`src/rtl/io_pkg.sv`:
```
// io_pkg: shared constants and types for the memory-mapped I/O unit.
//   - register address map (4-bit io_addr)
//   - CTRL register bit positions
//   - timer state enum
package io_pkg;

    localparam logic [3:0] A_OUT0   = 4'd0;
    localparam logic [3:0] A_OUT1   = 4'd1;
    localparam logic [3:0] A_OUT2   = 4'd2;
    localparam logic [3:0] A_OUT3   = 4'd3;
    localparam logic [3:0] A_IN0    = 4'd4;
    localparam logic [3:0] A_IN1    = 4'd5;
    localparam logic [3:0] A_IN2    = 4'd6;
    localparam logic [3:0] A_IN3    = 4'd7;
    localparam logic [3:0] A_RELOAD = 4'd8;
    localparam logic [3:0] A_CTRL   = 4'd9;
    localparam logic [3:0] A_STATUS = 4'd10;
    localparam logic [3:0] A_COUNT  = 4'd11;

    localparam int CTRL_EN   = 0;
    localparam int CTRL_AUTO = 1;

    typedef enum logic {IDLE, RUN} tmr_state_t;

endpackage

```
`src/rtl/io_timer.sv`:
```
// io_timer: programmable down-count timer with level interrupt.
// Ports:
//   clk, reset   - clock, synchronous active-high reset
//   reload_we    - write strobe for RELOAD
//   ctrl_we      - write strobe for CTRL (EN=1 loads COUNT and (re)starts)
//   wdata        - CPU write data
//   clr          - clear pending (irq_ack or STATUS bit0 write)
//   reload       - RELOAD register
//   ctrl         - CTRL register {AUTO, EN}
//   count        - current COUNT
//   pending      - interrupt pending flag
module io_timer
    import io_pkg::*;
#(
    parameter int DATA_W = 16
) (
    input  logic              clk,
    input  logic              reset,
    input  logic              reload_we,
    input  logic              ctrl_we,
    input  logic [DATA_W-1:0] wdata,
    input  logic              clr,
    output logic [DATA_W-1:0] reload,
    output logic [1:0]        ctrl,
    output logic [DATA_W-1:0] count,
    output logic              pending
);

    tmr_state_t        state, state_nx;
    logic [DATA_W-1:0] reload_nx, count_nx;
    logic [1:0]        ctrl_nx;
    logic              pending_nx;
    logic              expire;

    always_ff @(posedge clk) begin
        if (reset) begin
            state   <= IDLE;
            reload  <= '0;
            ctrl    <= '0;
            count   <= '0;
            pending <= 1'b0;
        end else begin
            state   <= state_nx;
            reload  <= reload_nx;
            ctrl    <= ctrl_nx;
            count   <= count_nx;
            pending <= pending_nx;
        end
    end

    always_comb begin
        state_nx  = state;
        reload_nx = reload;
        ctrl_nx   = ctrl;
        count_nx  = count;
        expire    = (state == RUN) && (count == '0);

        if (reload_we) reload_nx = wdata;

        if (state == RUN) begin
            if (expire) begin
                // reload uses the pre-write RELOAD, so a same-cycle RELOAD write
                // only affects the following load
                if (ctrl[CTRL_AUTO]) begin
                    count_nx = reload;
                end else begin
                    count_nx         = '0;
                    ctrl_nx[CTRL_EN] = 1'b0;
                    state_nx         = IDLE;
                end
            end else begin
                count_nx = count - DATA_W'(1);
            end
        end

        // CTRL write overrides the running sequence; EN=0 freezes COUNT
        if (ctrl_we) begin
            ctrl_nx = {wdata[CTRL_AUTO], wdata[CTRL_EN]};
            if (wdata[CTRL_EN]) begin
                count_nx = reload;
                state_nx = RUN;
            end else begin
                count_nx = count;
                state_nx = IDLE;
            end
        end

        // set beats clear when both happen in one cycle
        pending_nx = expire | (pending & ~clr);
    end

endmodule

```
`src/rtl/io_unit.sv`:
```
// io_unit: memory-mapped I/O slave with output ports, synchronised input
// ports and a down-count timer.
// Ports:
//   clk, reset  - clock, synchronous active-high reset
//   io_addr     - register select
//   io_wdata    - write data
//   io_we/io_re - one-cycle write / read strobes
//   io_rdata    - registered read data (held until next read)
//   io_rvalid   - one-cycle pulse, one cycle after io_re
//   in_ports    - asynchronous inputs, port i at [i*DATA_W +: DATA_W]
//   out_ports   - output port registers, same packing
//   tmr_irq     - timer interrupt pending (level)
//   irq_ack     - clears the pending interrupt
module io_unit
    import io_pkg::*;
#(
    parameter int DATA_W = 16,
    parameter int NPORTS = 4
) (
    input  logic                     clk,
    input  logic                     reset,
    input  logic [3:0]               io_addr,
    input  logic [DATA_W-1:0]        io_wdata,
    input  logic                     io_we,
    input  logic                     io_re,
    output logic [DATA_W-1:0]        io_rdata,
    output logic                     io_rvalid,
    input  logic [NPORTS*DATA_W-1:0] in_ports,
    output logic [NPORTS*DATA_W-1:0] out_ports,
    output logic                     tmr_irq,
    input  logic                     irq_ack
);

    logic [NPORTS-1:0][DATA_W-1:0] out_q, sync1, sync2;
    logic [DATA_W-1:0]             reload, count, rd_mux;
    logic [1:0]                    ctrl;
    logic                          pending;

    always_ff @(posedge clk) begin
        if (reset) begin
            out_q <= '0;
            sync1 <= '0;
            sync2 <= '0;
        end else begin
            sync1 <= in_ports;
            sync2 <= sync1;
            if (io_we && io_addr[3:2] == 2'b00) out_q[io_addr[1:0]] <= io_wdata;
        end
    end

    assign out_ports = out_q;

    io_timer #(.DATA_W(DATA_W)) u_timer (
        .clk       (clk),
        .reset     (reset),
        .reload_we (io_we && io_addr == A_RELOAD),
        .ctrl_we   (io_we && io_addr == A_CTRL),
        .wdata     (io_wdata),
        .clr       (irq_ack || (io_we && io_addr == A_STATUS && io_wdata[0])),
        .reload    (reload),
        .ctrl      (ctrl),
        .count     (count),
        .pending   (pending)
    );

    assign tmr_irq = pending;

    // mux reads current register state, so a same-cycle write is not seen
    always_comb begin
        rd_mux = '0;
        case (io_addr)
            A_OUT0, A_OUT1, A_OUT2, A_OUT3: rd_mux = out_q[io_addr[1:0]];
            A_IN0, A_IN1, A_IN2, A_IN3:     rd_mux = sync2[io_addr[1:0]];
            A_RELOAD:                       rd_mux = reload;
            A_CTRL:                         rd_mux = {{(DATA_W-2){1'b0}}, ctrl};
            A_STATUS:                       rd_mux = {{(DATA_W-1){1'b0}}, pending};
            A_COUNT:                        rd_mux = count;
            default:                        rd_mux = '0;
        endcase
    end

    always_ff @(posedge clk) begin
        if (reset) begin
            io_rdata  <= '0;
            io_rvalid <= 1'b0;
        end else begin
            io_rvalid <= io_re;
            if (io_re) io_rdata <= rd_mux;
        end
    end

endmodule

```
`config.mk`:
```
export PLATFORM = sky130hd
export DESIGN_NAME = io_unit
export DESIGN_NICKNAME = d
export VERILOG_FILES = /design/src/rtl/io_pkg.sv /design/src/rtl/io_timer.sv /design/src/rtl/io_unit.sv
export SDC_FILE = /design/constraint.sdc
export NUM_CORES = 1
export LEC_CHECK = 0
export CORE_MARGIN = 1.5
export CORE_UTILIZATION = 56
export DETAILED_ROUTE_END_ITERATION = 6
export GPL_ROUTABILITY_DRIVEN = 1
export PLACE_DENSITY = 0.85
export SLEW_MARGIN = 10
export SYNTH_ARGS = -nofsm -noshare
export SYNTH_HDL_FRONTEND = slang
export SYNTH_SLANG_ARGS = --single-unit
```
`constraint.sdc`:
```
create_clock -name clk -period 2.76 [get_ports clk]
set_input_delay 0.552 -clock clk [delete_from_list [all_inputs] [get_ports clk]]
set_output_delay 0.552 -clock clk [all_outputs]
set_load 0.02 [all_outputs]
```
==> flow_summary.ini <==
[run_status]
run_status = finished, final reports clean

[clock_tree]
postCtsSetupRepairBufs = 0
clkSinkCount = 245
ctsRootBufferMaster = sky130_fd_sc_hd__clkbuf_16
tritoncts.num_buffers = 24
cells_resized_by_post_cts_repair = 0
cts_hold_repair.buffers = 0
htree_levels = 1
cts.clk_slew.worst_paths_ns = 0.06
worstSkewPairLatency_ns = 0.53
clockBufferDepth = 3
cts_tree = built

[place]
post-dp-hpwl_um = 17330
place.detailed.instances = 1278
detailedPlace.worstSlack_ns = 0.1485
place.gp.congestion = 0.9122
io_buffers = 170

[pwr]
power.sequential.fraction_pct = 47.4
proportion_of_total_power_due_to_net_switching_pct = 22.33
switching_power_mw = 1.737
leakagePower_nw = 4.457
cellPowerDensity_nw_per_um2 = 644.4
p_int_mw = 6.042
combinationalPowerShare_pct = 7.5
pwr-share-clk_pct = 45.1
max_vdd_drop_mv = 0.4491

[min_path]
hold_class = input pin to register
whs_endpoint = io_rdata[0]$_SDFFE_PP0P_
hold_path.startpoint = reset
worst_hold_path_depth = 2

[route]
viasPerCell = 5.661
wl_per_cell_um = 19.33
detail_route.first_pass.iterations = 6
finalWirelength_um = 25560
postRouteAntennaNets = 0
initialDrtViolationCount = 679
drc_errors = 0
num_vias = 7484

[critical_path]
critPathMaxFanout = 6
timing.critical_path.arrival_ns = 2.69
end_kind = register
timing.reg2reg.setup_slack_ns = 0.48
timing.rr.start = u_timer.count[0]$_SDFFE_PP0P_
cells_on_worst_reg2reg_path = 7
rr_endpoint = u_timer.count[9]$_SDFFE_PP0P_
critPathKind = register to register
startpoint_type = register
crit_required_ns = 3.17

[logic_synthesis]
postSynth.topFlopCell = sky130_fd_sc_hd__dfxtp_1
synthCells = 924
syn_area_um2 = 9305
asyncSetResetFlopFracSynth_pct = 0
synth_edf_count = 0
yosys.cell_types.count = 63
seq_area_frac_synth_pct = 52.71
yosysWarningCount = 0
syn_area_per_cell_um2 = 10.07
synth_register_bits = 245
synth.net_count = 1014

[sta]
finalClockSkew_ns = 0.01235
timing.final.ws_setup_ns = 0.4811
period_share_pct = 82.57
rsz0062_at_grt = no
setup_viol = 0
final_sum_of_negative_setup_slack_ns = 0
final_max_slew_viol_count = 0
final.min_clock_period_ns = 2.279
slew_headroom_pct = 19.22
final-hold-violation-count = 0
timing_worst_slew_pin_value_ns = 1.209
clock.fmax_mhz = 438.8

[finish]
fillCellCount = 1061
insertedDiodeCount = 0
area_delta_synth_final_pct = 29.74
final_core_util_pct = 75.18
post_route_cells_drive_above_1_share_pct = 11.75
nets_final = 1178
instances_no_fill = 1322
area.sequential_um2 = 4905
multi_input_area_um2 = 4041

[grt]
grt_util_all_layers_pct = 29.07
global_route.overflow_total = 0
largest_net_degree_at_the_start_of_global_routing = 142
vias_in_the_first_global_route = 7357
grt_antenna_before_repair = 0
grt_first_pass_wirelength_um = 40100

[die]
die_area_um2 = 17400
initial_core_util_pct = 57.95
core-area_um2 = 16060
pin_count = 171
std_cell_rows = 46
chip_width_um = 131.9
chipHeight_um = 131.9

[job]
drv_cap = 0
==> flip-flops by register name, summed over array words and instances, names as in the netlist <==
| register | count |
|---|---|
| out_ports | 64 |
| u_timer.pending | 1 |
| u_timer.reload | 16 |
| io_rvalid | 1 |
| u_timer.count | 16 |
| sync1 | 64 |
| u_timer.ctrl | 2 |
| u_timer.state | 1 |
| io_rdata | 16 |
| sync2 | 64 |
==> cell usage after synthesis, types with 7 or more instances <==
library cell                 n  share of area, %
sky130_fd_sc_hd__nand2_1   188               7.6
sky130_fd_sc_hd__nand3_1     9              0.48
sky130_fd_sc_hd__a22o_1     15               1.4
sky130_fd_sc_hd__a221oi_1    9              0.85
sky130_fd_sc_hd__nor2b_1   134               9.0
sky130_fd_sc_hd__o21ai_1    15              0.81
sky130_fd_sc_hd__a21oi_1    87               4.7
sky130_fd_sc_hd__mux4_2     26               6.3
sky130_fd_sc_hd__o21ai_0     8              0.43
sky130_fd_sc_hd__nor2_1     22              0.89
sky130_fd_sc_hd__clkbuf_1   37               1.5
sky130_fd_sc_hd__a221oi_2   10               1.6
sky130_fd_sc_hd__nor3_1      8              0.43
sky130_fd_sc_hd__mux4_1      7               2.0
sky130_fd_sc_hd__dfxtp_1   245                53
sky130_fd_sc_hd__buf_2      16              0.86
==> cell type report <==
type	instances	share of cell area (%)
clock buffers	35	5.980
clock inverters	9	1.202
inverters	5	0.1555
multi-input cells	610	33.48
flip-flops and latches	245	40.63
well taps	216	2.239
repair buffers	202	16.32
==> stage by stage <==
| stage | instance area (um2) | hold WS (ns) | total power, mW |
|---|---|---|---|
| after CTS | 12070 | 0.4001 | 7.804 |
| after global placement | 11210 | 0.4185 | 4.326 |
| after floorplan | 9305 | 0.4138 | 4.062 |
| after global routing | 12070 | 0.4166 | 7.984 |
| after detailed placement | 11210 | 0.4204 | 4.337 |
| final | 12070 | 0.4015 | 7.779 |
==> worst max-delay path: stages, from the launching register on <==
cell and delay, ns:
sky130_fd_sc_hd__dfxtp_1 0.36, sky130_fd_sc_hd__inv_1 0.11, sky130_fd_sc_hd__ha_1 0.22, sky130_fd_sc_hd__nor3b_2 0.29, sky130_fd_sc_hd__nand4_2 0.25, sky130_fd_sc_hd__o21ai_1 0.43
sky130_fd_sc_hd__o21ai_0 0.16, sky130_fd_sc_hd__a221o_1 0.34
==> how the worst max path moves through the flow <==
stage | end | cells past startpoint | startpoint | slack (ns)
after detailed placement | io_rdata[3]$_SDFFE_PP0P_ | 5 | io_addr[2] | 0.15
after global routing | u_timer.count[11]$_SDFFE_PP0P_ | 7 | u_timer.count[0]$_SDFFE_PP0P_ | 0.35
after global placement | u_timer.count[3]$_SDFFE_PP0P_ | 7 | io_addr[3] | 0.17
after CTS | u_timer.count[9]$_SDFFE_PP0P_ | 7 | u_timer.count[0]$_SDFFE_PP0P_ | 0.47
final | u_timer.count[9]$_SDFFE_PP0P_ | 7 | u_timer.count[0]$_SDFFE_PP0P_ | 0.48
after floorplan | io_rdata[13]$_SDFFE_PP0P_ | 6 | io_addr[0] | 0.85
==> cell families (layout without fill, tap and decap cells) <==
group                      Yosys count  count (layout)  synth area share (%)
AOI/OAI and AO/OA                  172             172                 12.44
buffers and inverters               69             251                 3.859
DFF                                245             245                 52.71
and+or+nand+nor                    399             399                 22.07
adders and majority gates            1               1                0.1344
xor gates and xnor gates             2               2                0.1883
muxes                               36              36                 8.606
==> per-layer routing <==
metal | GRT usage (%) | routed length (um)
met3 | 6.036 | 2261
met5 | 0 | 0
met4 | 11.05 | 878
met1 | 37.16 | 10090
met2 | 48.63 | 12330
==> power groups by stage <==
stage	logic, mW	registers [mW]	clock network [mW]
CTS	0.579	3.69	3.54
floorplan	0.293	3.77	0
global route	0.622	3.70	3.66
global placement	0.567	3.76	0
finish	0.583	3.69	3.51
detailed placement	0.572	3.76	0
==> placed cells by master, fill, tap and decap left out, types with 4 or more instances in the layout <==
cell type	count
sky130_fd_sc_hd__clkbuf_8	8
sky130_fd_sc_hd__o21ai_1	15
sky130_fd_sc_hd__clkinv_2	5
sky130_fd_sc_hd__clkdlybuf4s50_1	167
sky130_fd_sc_hd__nand3_1	9
sky130_fd_sc_hd__a221oi_2	10
sky130_fd_sc_hd__nor3_1	8
sky130_fd_sc_hd__nor2b_1	134
sky130_fd_sc_hd__a211oi_1	4
sky130_fd_sc_hd__and3_1	4
sky130_fd_sc_hd__a21oi_1	87
sky130_fd_sc_hd__nor2_1	22
sky130_fd_sc_hd__dfxtp_1	245
sky130_fd_sc_hd__o21ai_0	8
sky130_fd_sc_hd__a22o_1	15
sky130_fd_sc_hd__a221o_1	5
sky130_fd_sc_hd__a221oi_1	9
sky130_fd_sc_hd__clkbuf_16	24
sky130_fd_sc_hd__mux4_1	7
sky130_fd_sc_hd__nand2_1	188
sky130_fd_sc_hd__mux4_2	26
sky130_fd_sc_hd__buf_4	29
sky130_fd_sc_hd__inv_1	5
Power figures use the tool's default switching activity.
